File: src/rtl/cdb_arbiter.sv
// Multi-lane CDB arbiter: grants up to N_LANES valid units per cycle (round-robin or fixed priority)
// and registers their payloads onto the lanes. Latency 1 cycle; no backpressure, lanes are one-shot broadcasts.
module cdb_arbiter #(
  parameter int N_UNITS  = 3,
  parameter int N_LANES  = 1,
  parameter int RSV_ID_W = 8,
  parameter int DATA_W   = 32,
  parameter int CDB_W    = RSV_ID_W + DATA_W,
  parameter int ARB_MODE = 1,
  localparam int PTR_W   = (N_UNITS > 1) ? $clog2(N_UNITS) : 1
) (
  input  logic                            clk,
  input  logic                            rst,
  input  logic                            flush,
  input  logic [N_UNITS-1:0]              i_valid,
  input  logic [N_UNITS-1:0][CDB_W-1:0]   i_data,
  output logic [N_UNITS-1:0]              i_ready,
  output logic [N_LANES-1:0][CDB_W-1:0]   o_cdb,
  output logic [N_LANES-1:0]              o_cdb_valid,
  output logic [PTR_W-1:0]                o_rr_ptr
);

  if (N_LANES < 1 || N_LANES > N_UNITS) begin : g_bad_cfg
    $error("cdb_arbiter: N_LANES must be within 1..N_UNITS");
  end

  logic [N_LANES-1:0][CDB_W-1:0] lane_dat;
  logic [N_LANES-1:0]            lane_vld;
  logic [PTR_W-1:0]              ptr_nxt;
  logic                          any_gnt;

  // Walk units in priority order from the start pointer; the k-th hit lands on lane k.
  always_comb begin
    int  start;
    int  idx;
    int  cnt;
    int  last;
    logic hit;
    i_ready  = '0;
    lane_dat = '0;
    lane_vld = '0;
    any_gnt  = 1'b0;
    cnt      = 0;
    last     = 0;
    idx      = 0;
    hit      = 1'b0;
    start    = (ARB_MODE == 1) ? int'(o_rr_ptr) : 0;
    for (int i = 0; i < N_UNITS; i++) begin
      idx = start + i;
      if (idx >= N_UNITS) idx = idx - N_UNITS;
      hit = 1'b0;
      for (int j = 0; j < N_UNITS; j++) begin
        if (j == idx && i_valid[j] && cnt < N_LANES && !rst && !flush) begin
          i_ready[j] = 1'b1;
          for (int k = 0; k < N_LANES; k++) begin
            if (k == cnt) begin
              lane_dat[k] = i_data[j];
              lane_vld[k] = 1'b1;
            end
          end
          last    = j;
          any_gnt = 1'b1;
          hit     = 1'b1;
        end
      end
      if (hit) cnt = cnt + 1;
    end
    ptr_nxt = (last + 1 >= N_UNITS) ? '0 : PTR_W'(last + 1);
  end

  always_ff @(posedge clk) begin
    if (rst) begin
      o_cdb       <= '0;
      o_cdb_valid <= '0;
      o_rr_ptr    <= '0;
    end else begin
      o_cdb_valid <= lane_vld;
      for (int k = 0; k < N_LANES; k++) begin
        if (lane_vld[k]) o_cdb[k] <= lane_dat[k];
      end
      // Flush and idle cycles produce no grant, so the pointer holds.
      if (ARB_MODE == 1 && any_gnt) o_rr_ptr <= ptr_nxt;
    end
  end

endmodule

File: config.mk
export PLATFORM = sky130hd
export DESIGN_NAME = cdb_arbiter
export DESIGN_NICKNAME = d
export VERILOG_FILES = /design/src/rtl/cdb_arbiter.sv
export SDC_FILE = /design/constraint.sdc
export NUM_CORES = 1
export LEC_CHECK = 0
export ABC_AREA = 1
export BUFFER_PORTS_ARGS = -buffer_cell sky130_fd_sc_hd__buf_2
export CAP_MARGIN = 20
export CORE_ASPECT_RATIO = 2
export CORE_MARGIN = 2
export CORE_UTILIZATION = 54
export CTS_CLUSTER_DIAMETER = 120
export DETAILED_ROUTE_END_ITERATION = 8
export GPL_TIMING_DRIVEN = 1
export PLACE_DENSITY_LB_ADDON = 0.05
export SYNTH_ARGS = -nofsm -noshare
export SYNTH_HDL_FRONTEND = slang
export SYNTH_SLANG_ARGS = --single-unit
File: constraint.sdc
create_clock -name clk -period 5.7 [get_ports clk]
set_input_delay 1.425 -clock clk [delete_from_list [all_inputs] [get_ports clk]]
set_output_delay 1.425 -clock clk [all_outputs]
set_load 0.01 [all_outputs]
After elaboration in Yosys (flattened, before gate mapping)
Cells that the tools add are included.
- logic and storage cells: 123
- output and inout bits: 46
- flip-flop bits (word level): 43
- mux-type cells: 61
- $add $sub $neg: 7
- order comparisons: 6
- eq/ne operators: 6
- reduce and logical (&&, ||, !) cells: 40
- operator list (cell ; number):
    40-bit two-way mux ; 15
    32-bit two-way mux ; 11
    32-bit logical NOT ; 5
    2-bit by 32-bit equality test with 1-bit output, first input constant ; 3
    3-bit by 32-bit equality test with 1-bit output, first input constant ; 3
    32-bit by 2-bit adder with 32-bit output, second input constant ; 2
    32-bit by 2-bit < comparator with 1-bit output, second input constant ; 2
    1-bit two-way mux ; 34
    1-bit logical AND ; 33
    32-bit by 3-bit >= comparator with 1-bit output, second input constant ; 1
    3-bit by 2-bit subtractor with 4-bit output, second input constant ; 2
    3-bit by 2-bit >= comparator with 1-bit output, second input constant ; 2
    2-bit by 1-bit adder with 3-bit output, second input constant ; 1
    2-bit by 2-bit adder with 3-bit output, second input constant ; 1
    2-bit by 2-bit subtractor with 3-bit output, second input constant ; 1
    2-bit >= comparator, second input constant ; 1
    1-bit logical NOT ; 2
    2-bit two-way mux ; 1

Logic depth before layout (Yosys ltp)
Gate-level depths: netlist (run 1).
- depth after elaboration: 28
- gate-level depth with buffers: 15
- depth with buffers taken out: 14

Worst setup path before layout (run 1)
Ideal clock, no wire load.
- kind: input-to-output
- start point: input rst
- end point: output i_ready[1]
- slack: 1.838 ns
- path buffers: 2
- arrival time: 2.437 ns
- stages on the path: 8
- cells stage by stage: buf_4 > nor2_4 > nand2_4 > nand2_1 > nor2_4 > nand3_2 > buf_4 > nand3_1
- word-level cells in the longest chain between the ends: 20
- elaborated cells on any way between the ends: 33
- RTL lines (item ; line ; source):
    start: declaration ; 13 ; input logic rst,
    1-bit logical NOT * ; 53 ; if (j == idx && i_valid[j] && cnt < N_LANES && !rst && !flush) begin
    1-bit logical AND (2 in series) ; 53 ;
    1-bit two-way mux (3 in series) ; 53 ;
    1-bit two-way mux ; 66 ; if (hit) cnt = cnt + 1;
    32-bit by 2-bit < comparator with 1-bit output ; 53 ;
    1-bit logical AND (3 in series) ; 53 ;
    1-bit two-way mux (3 in series) ; 53 ;
    32-bit two-way mux ; 66 ;
    32-bit by 2-bit < comparator with 1-bit output ; 53 ;
    1-bit logical AND (3 in series) ; 53 ;
    1-bit two-way mux * ; 53 ;
    end: declaration ; 17 ; output logic [N_UNITS-1:0] i_ready,
Every way passes the cells marked *; elsewhere a longest branch is shown, timed or not.

Final worst setup path (run 1)
Same ends and word-level chain as after synthesis.

==> impl_metrics.yaml, run 1 <==
worst_setup_path:
  cp.required_ns: 4.28
  endpoint_kind: "output pin"
  cp-start-kind: "input port"
  worstPathCellList: "buf_2 -> inv_2 -> nand2_1 -> nor2_2 -> nand3_2 -> nand3_1 -> buf_2"
  slowest_delay_ns: 0.57
  crit_top_cell: "buf_2"
  arrival_ns: 3.24
  path_class: "in -> out"
  crit_slowest_cell: "nor2_2"
  crit_fanout: 19
cells_and_area:
  fillers: 754
  syn2layout_area_growth_pct: 21.08
  drive_above_1_share: 0.2461
  diodes: 0
  nets: 1033
synth:
  yosys_warnings: 0
  syn-cell-area_um2: 4315
  synth_largest_area_cell: "nand2_1"
  async_reset_ff_frac: 0
  ys_types: 27
  syn_avg_cell_area_um2: 5.604
  syn_inst: 770
  yosysTopAreaCellShare: 0.2522
  synth_commonest_cells: "nand2_1 (290), a21oi_1 (82), nand3_1 (77)"
  synth_flop_cell: "dfxtp_1"
  syn-num-nets: 898
  ys_seq_area_frac: 0.1995
  yosysMostFrequentCell: "nand2_1"
  ys_ff_latch: 43
  synthTopCellsByArea: "nand2_1 (25%), dfxtp_1 (20%), a21oi_1 (9.5%)"
  synth_edf_count: 0
timing:
  skew_ns: 0.004960
  setup_ws_ns: 1.034
  fmax_mhz: 214.3
  tightest_slew_ns: 0.9845
  fin_crit_ns: 4.666
  post-route-period-util: 0.8186
  tns_ns: 0
  relSlewSlack: 0.3430
  hold_viol: 0
  slew_violations: 0
  rsz0062_at_grt: "false"
  setup_viol: 0
pwr:
  p_per_area_nw_per_um2: 207.8
  irDropWorstVdd_mv: 0.1775
  leakagePower_nw: 2.667
run:
  max_cap_viol_count: 0
clock_tree:
  post_cts_buffers: 0
  postCtsHoldBufs: 0
  cts_root_buffer: "clkbuf_16"
  clk_pin_slew_ns: 0.07
  cts_resized: 0
  cts_buffers: 5
  clkLatencyLatePin_ns: 0.29
  htree_num_levels: 2
  max-clock-path-buffers: 2
  cts_sinks: 43
  cts_tree: "built"
drt:
  ant_nets: 0
  wl_um: 15340
  wl_per_cell_um: 15.31
  vias_per_cell: 5.690
  drt_iter0_markers: 507
  first_pass_iters: 6
  route.detailed.drc: 0
  vias: 5701
global_route:
  grt_usage: 0.3464
  overflow: 0
  grt_max_degree: 66
  grt_pass1_vias: 5038
  grt_pass1_wl_um: 23720
  antenna_found_initial: 0
run_status:
  status: "finished, final reports clean"
floorplan:
  initial_core_util: 0.5513
  num_rows: 46
  die_h_um: 130.4
  die_w_um: 67.21
  coreArea_um2: 7828
  num_io_pins: 172
  fp.dieArea_um2: 8766
min_path:
  worstHoldPathType: "reg -> reg"
placed_design:
  dp_hpwl_um: 10150
  dp_slack_ns: 1.052
  place.gp.congestion: 0.9714
  portBuffers: 171
-- stage by stage --
step                      hold slack [ns]  area [um2]  power [mW]    util  instances
final                              0.5155        5225       1.086  0.6675       1002
after global routing               0.5397        5225       1.149  0.6675       1002
after CTS                          0.5213        5225       1.084  0.6675       1002
after detailed placement           0.5115        5087      0.7943  0.6499        994
after global placement             0.4965        5087      0.7894  0.6499        994
after floorplan                    0.5147        4315      0.6506       -        770
-- worst max-delay path, delay by kind of cell --
family                 cells  cell delay [ns]
and+or+nand+nor            4             1.22
buffers and inverters      3             0.59
-- final cells by class --
class | instances | area [um2] | share of cell area
Clock buffer | 7 | 132.6 | 0.02538
Clock inverter | 1 | 5.005 | 0.0009579
Inverter | 60 | 230.2 | 0.04406
Multi-Input combinational cell | 617 | 2968 | 0.5680
Sequential cell | 43 | 860.8 | 0.1648
Tap cell | 96 | 120.1 | 0.02299
Timing Repair Buffer | 178 | 908.4 | 0.1739
-- per-layer routing --
layer	track usage	vias to the layer above	routed length, um
met4	0.1441	0	369
li1	-	2818	-
met3	0.05051	32	1468
met5	0	-	0
met2	0.5818	339	7490
met1	0.4344	2512	6013
-- state kept, by name, indices dropped and copies added, names as in the netlist --
register / flops
o_rr_ptr: 2
o_cdb: 40
o_cdb_valid: 1
-- report_power, final --
part	switching (mW)	total [mW]	internal (mW)	leakage, nW
clock	0.129	0.292	0.163	0.0679
combinational	0.272	0.436	0.164	2.25
sequential	0.0183	0.358	0.340	0.352
total	0.420	1.09	0.666	2.67
-- placed cells by master (no fill, tap or decap) --
master and instances:
inv_2 10, o21ai_0 69, clkbuf_1 2, clkbuf_16 5
nand2_4 6, nand3b_1 4, ha_1 2, buf_4 7
nand4_1 33, nand3_1 77, o21ai_1 11, dfxtp_1 43
nor3_1 1, a21oi_1 82, a21oi_2 1, nand2_2 3
inv_1 49, nor2_8 3, nor2_2 5, inv_6 1
buf_2 171, nand2_1 290, a21boi_0 4, a22oi_1 8
nor2_4 8, clkinv_2 1, nand3_2 2, nor2_1 8
-- path summary, 6_finish.rpt --
kind / startpoint / end / slack, ns / depth (start not counted)
worst min-delay path: o_rr_ptr[0]$_SDFFE_PP0P_ / o_rr_ptr[0]$_SDFFE_PP0P_ / 0.52 / 2
worst max-delay path: rst / i_ready[1] / 1.03 / 7
worst max register to register: o_rr_ptr[0]$_SDFFE_PP0P_ / o_cdb[12]$_SDFFE_PP0P_ / 2.91 / 9
worst min register to register: o_rr_ptr[0]$_SDFFE_PP0P_ / o_rr_ptr[0]$_SDFFE_PP0P_ / 0.52 / 2
-- cells by family after synthesis --
logic type | share of synthesized area
AO/OA/AOI/OAI | 0.2108
adder cells (fa/ha/maj) | 0.005798
flip-flops | 0.1995
AND/OR/NAND/NOR | 0.4694
buffers and inverters | 0.1145
No activity file was read; power rests on OpenSTA's default activity.
==> run 2: changes to the inputs <==
Settings changed: CORE_UTILIZATION 54 to 45.
Clock period 5.7 ns to 4.2 ns, I/O delays scaled along.
==> run 2 against run 1 <==
Net effect: clock skew down 0.0015 ns; first-iteration DRC count down 29%; sequential share of layout area down 0.31 points; via count up 3.3%; sequential cell count unchanged; cell area up 1.9%; setup slack worse by 0.62 ns; clock power up 80%; core utilization down 9.6 points; critical path depth up 3; sequential power up 37%; total power up 49%; critical endpoint is now i_ready[2]; largest power group unchanged.
==> impl_metrics.yaml, run 2 (synthesized netlist as in run 1, its figures left out) <==
worst_setup_path:
  cp.required_ns: 3.15
  arrival_ns: 2.73
  endpoint_kind: "output pin"
  path_class: "in -> out"
  crit_fanout: 16
  ff2ff_path_depth: 14
  cp-start-kind: "input port"
min_path:
  holdPathStages: 2
  worstHoldPathType: "reg -> reg"
floorplan:
  initial_core_util: 0.4630
  num_io_pins: 172
  fp.dieArea_um2: 10440
  die_h_um: 142.5
  num_rows: 50
  die_w_um: 73.25
  coreArea_um2: 9321
pwr:
  p_per_area_nw_per_um2: 304.2
  leakagePower_nw: 2.710
  irDropWorstVdd_mv: 0.2024
cells_and_area:
  multiInputGateArea_um2: 2968
  fillers: 999
  max_flop_register: "o_cdb"
  nets: 1037
  regArea_um2: 860.8
  drive_above_1_share: 0.2505
  final_cell_area_um2: 5324
  syn2layout_area_growth_pct: 23.37
  largest_reg_flops: 40
  reg_top3: "o_cdb (40), o_rr_ptr (2), o_cdb_valid (1)"
  layout_commonest_cell: "nand2_1"
  layout_common_cells: "nand2_1 (290), buf_2 (171), a21oi_1 (82), nand3_1 (77), o21ai_0 (69)"
drt:
  first_pass_iters: 5
  ant_nets: 0
  vias_per_cell: 5.792
  drt_iter0_markers: 361
  wl_um: 17590
  route.detailed.drc: 0
  wl_per_cell_um: 17.30
  vias: 5890
timing:
  setup_viol: 0
  fmax_mhz: 264.3
  tns_ns: 0
  relSlewSlack: 0.4775
  tightest_slew_ns: 0.7819
  rsz0062_at_grt: "false"
  slew_violations: 0
  skew_ns: 0.003434
  fin_crit_ns: 3.783
  hold_viol: 0
  post-route-period-util: 0.9008
placed_design:
  dp_hpwl_um: 12120
  place.gp.congestion: 0.9411
  placed_area_um2: 5127
  portBuffers: 171
clock_tree:
  cts_root_buffer: "clkbuf_16"
  cts_tree: "built"
  clk_pin_slew_ns: 0.07
  cts_buffers: 5
  htree_num_levels: 2
  max-clock-path-buffers: 2
  post_cts_buffers: 0
  postCtsHoldBufs: 0
  cts_resized: 0
  cts_sinks: 43
  clkLatencyLatePin_ns: 0.30
global_route:
  grt_usage: 0.3340
  grt_pass1_vias: 5744
  antenna_found_initial: 3
  grt_max_degree: 66
  overflow: 0
  grt_pass1_wl_um: 27430
run:
  max_cap_viol_count: 0
run_status:
  status: "finished, final reports clean"
run 2: final cells by class:
cell class                      count  share of cell area
Timing Repair Buffer              182              0.1763
Sequential cell                    43              0.1617
Clock buffer                        6             0.02421
Tap cell                          104             0.02444
Antenna cell                        3            0.001410
Inverter                           60             0.04324
Clock inverter                      2             0.01128
Multi-Input combinational cell    617              0.5575
run 2: worst max-delay path, stage by stage:
cell     delay (ns)
buf_2          0.36
inv_2          0.19
nand2_1        0.15
nor2_4         0.10
nor2_4         0.22
nand2_4        0.13
nor2_4         0.24
nor3_1         0.08
inv_1          0.08
buf_2          0.13
run 2: final timing paths:
| path | start | to | slack [ns] |
|---|---|---|---|
| worst max register to register | o_rr_ptr[0]$_SDFFE_PP0P_ | o_cdb[13]$_SDFFE_PP0P_ | 1.56 |
| worst min register to register | o_rr_ptr[0]$_SDFFE_PP0P_ | o_rr_ptr[0]$_SDFFE_PP0P_ | 0.52 |
| worst min-delay path | o_rr_ptr[0]$_SDFFE_PP0P_ | o_rr_ptr[0]$_SDFFE_PP0P_ | 0.52 |
| worst max-delay path | rst | i_ready[2] | 0.42 |
run 2: per-layer routing:
layer	up-vias	global-route usage	share of wire
met3	58	0.04462	0.065
met5	-	0	0
li1	2825	-	-
met2	311	0.6036	0.53
met4	0	0.2008	0.048
met1	2696	0.3513	0.36
run 2: where the power goes:
part,internal [mW],switching [mW]
combinational,0.225,0.379
clock,0.342,0.184
sequential,0.461,0.0292
total,1.03,0.592
run 2: metrics by stage:
stage | power [mW] | utilization | std cells | hold slack (ns) | setup slack [ns]
2_1_floorplan | 0.8829 | - | 770 | 0.5147 | 1.088
3_3_place_gp | 1.086 | 0.5501 | 1006 | 0.4970 | 0.4584
3_5_place_dp | 1.095 | 0.5501 | 1006 | 0.5182 | 0.4276
4_1_cts | 1.624 | 0.5703 | 1014 | 0.5255 | 0.4202
5_1_grt | 1.715 | 0.5709 | 1016 | 0.5398 | 0.2420
6_report | 1.620 | 0.5711 | 1017 | 0.5173 | 0.4166
==> run 3: changes to the inputs <==
Settings changed: ABC_AREA 1 to 0, CORE_UTILIZATION 45 to 41.
==> run 3 against run 2 <==
Net effect: sequential share of layout area rose by 3.8 points; maximum frequency rose by 8.1%; first-iteration DRC count is 40% higher; sequential power is 4% lower; clock skew is 0.0021 ns lower; via count is 27% lower; setup slack gained 0.28 ns; count of clock-buffer cells in the layout up 1; synthesized cell count fell by 44%; total power decreased by 26%; clock power fell by 27%; largest power group is now sequential cells.
==> impl_metrics.yaml, run 3 <==
synth:
  syn_inst: 435
  synth_commonest_cells: "nor2_1 (48), dfxtp_1 (43), a21oi_1 (38)"
  ys_ff_latch: 43
  ys_seq_area_frac: 0.2656
  synth_flop_cell: "dfxtp_1"
  synth_largest_area_cell: "dfxtp_1"
  syn_avg_cell_area_um2: 7.450
  yosysMostFrequentCell: "nor2_1"
  syn-cell-area_um2: 3241
  syn-num-nets: 563
  async_reset_ff_frac: 0
  synthTopCellsByArea: "dfxtp_1 (27%), a221oi_1 (7.6%), a32oi_1 (7.6%)"
  ys_types: 46
  yosys_warnings: 0
  yosysTopAreaCellShare: 0.2656
  synth_edf_count: 0
worst_setup_path:
  path_depth: 7
  reg2reg_to: "o_cdb[20]$_SDFFE_PP0P_"
  cp.required_ns: 3.15
  endpoint_kind: "output pin"
  ff2ff_path_depth: 9
  arrival_ns: 2.45
  crit_slowest_cell: "nor3b_4"
  worstPathCellList: "buf_2 -> buf_4 -> nor3b_4 -> a21oi_1 -> nor3_2 -> or2_2 -> buf_2"
  path_buf_inv: 3
  crit_fanout: 12
  slowest_delay_ns: 0.41
  crit_top_cell: "buf_2"
  worstReg2RegStart: "o_rr_ptr[0]$_SDFFE_PP0P_"
  cp-start-kind: "input port"
  cp-startpoint: "rst"
  critical_path.top_delay_family: "simple AND/OR/NAND/NOR gates"
  path_class: "in -> out"
  r2r_slack_ns: 1.44
global_route:
  overflow: 0
  antenna_found_initial: 0
  grt_pass1_wl_um: 19600
  grt_usage: 0.2904
  grt_max_degree: 37
  grt_pass1_vias: 4018
cells_and_area:
  drive_above_1_share: 0.3590
  layout_common_cells: "buf_2 (171), nor2_1 (48), dfxtp_1 (43), a21oi_1 (38), nand2_1 (35)"
  diodes: 0
  final_cell_area_um2: 4300
  largest_reg_flops: 40
  layout_commonest_cell: "buf_2"
  max_flop_register: "o_cdb"
  reg_top3: "o_cdb (40), o_rr_ptr (2), o_cdb_valid (1)"
  nets: 712
  syn2layout_area_growth_pct: 32.70
floorplan:
  fp.dieArea_um2: 8674
  initial_core_util: 0.4232
  die_h_um: 129.7
  num_rows: 45
  die_w_um: 66.87
  coreArea_um2: 7657
  num_io_pins: 172
timing:
  hold_viol: 0
  rsz0062_at_grt: "false"
  skew_ns: 0.001291
  setup_ws_ns: 0.7006
  tightest_slew_ns: 0.7217
  relSlewSlack: 0.5189
  fmax_mhz: 285.8
  setup_viol: 0
  slew_violations: 0
  tns_ns: 0
  post-route-period-util: 0.8332
  fin_crit_ns: 3.499
drt:
  wl_per_cell_um: 19.01
  route.detailed.drc: 0
  drt_iter0_markers: 506
  first_pass_iters: 5
  ant_nets: 0
  vias: 4302
  vias_per_cell: 6.336
  wl_um: 12910
clock_tree:
  max-clock-path-buffers: 2
  clkLatencyLatePin_ns: 0.29
  cts_tree: "built"
  cts_buffers: 5
  cts_resized: 0
  cts_sinks: 43
  postCtsHoldBufs: 0
  cts_root_buffer: "clkbuf_16"
  htree_num_levels: 2
  clk_pin_slew_ns: 0.06
  post_cts_buffers: 0
pwr:
  leakagePower_nw: 1.842
  irDropWorstVdd_mv: 0.1726
  p_per_area_nw_per_um2: 279.3
run:
  max_cap_viol_count: 0
min_path:
  hold_start: "o_cdb[12]$_SDFFE_PP0P_"
  holdPathStages: 1
  worstHoldPathType: "reg -> reg"
  hold_end: "o_cdb[12]$_SDFFE_PP0P_"
placed_design:
  dp_hpwl_um: 9157
  portBuffers: 171
  dp_slack_ns: 0.7049
  place.gp.congestion: 0.9233
  placed_area_um2: 4163
run_status:
  status: "finished, final reports clean"
==> run 3: layer usage <==
metal / share of wire / track usage / wire length, um
met5: 0 / 0 / 0
met4: 0.030 / 0.1453 / 382
met3: 0.071 / 0.05172 / 916
met2: 0.53 / 0.5153 / 6819
met1: 0.37 / 0.3238 / 4786
==> run 3: cells by family (layout without fill, tap and decap cells) <==
group / after synthesis / after routing / share of synthesized area
AO/OA/AOI/OAI: 204 / 204 / 0.4498
flip-flops: 43 / 43 / 0.2656
buffers and inverters: 46 / 196 / 0.07027
adder cells (fa/ha/maj): 2 / 2 / 0.007721
AND/OR/NAND/NOR: 140 / 140 / 0.2066
==> run 3: area by class of cell <==
type,instances,area (um2)
flip-flops and latches,43,860.8
multi-input cells,346,2212
well taps,94,117.6
clock buffers,7,132.6
inverters,3,11.26
clock inverters,1,5.005
repair buffers,185,960.9
fillers,755,3357
==> run 3: how the worst max path moves through the flow <==
stage,end,slack [ns]
global placement,i_ready[1],0.74
CTS,i_ready[1],0.71
finish,i_ready[1],0.70
global route,i_ready[1],0.56
floorplan,i_ready[1],0.72
detailed placement,i_ready[1],0.70
==> run 3: worst register-to-register path, cell delays in order (launching register included) <==
cell     delay, ns
dfxtp_1       0.38
inv_1         0.06
ha_1          0.39
o21ai_2       0.44
a31oi_4       0.19
nor2_2        0.34
buf_4         0.26
or2_1         0.11
buf_4         0.29
o21ai_0       0.17
==> run 3: power breakdown <==
| part | total, mW | leakage (nW) | internal, mW | switching (mW) |
|---|---|---|---|---|
| combinational | 0.346 | 1.42 | 0.149 | 0.196 |
| sequential | 0.472 | 0.353 | 0.449 | 0.0224 |
| clock | 0.384 | 0.0679 | 0.220 | 0.164 |
| total | 1.20 | 1.84 | 0.819 | 0.383 |
==> run 3: stage by stage <==
step / hold WS, ns / total power, mW / util / instances
final: 0.4913 / 1.201 / 0.5616 / 679
after global routing: 0.5160 / 1.264 / 0.5616 / 679
after CTS: 0.4940 / 1.207 / 0.5616 / 679
after detailed placement: 0.4772 / 0.8233 / 0.5436 / 671
after global placement: 0.4727 / 0.8182 / 0.5436 / 671
after floorplan: 0.5244 / 0.6566 / - / 435
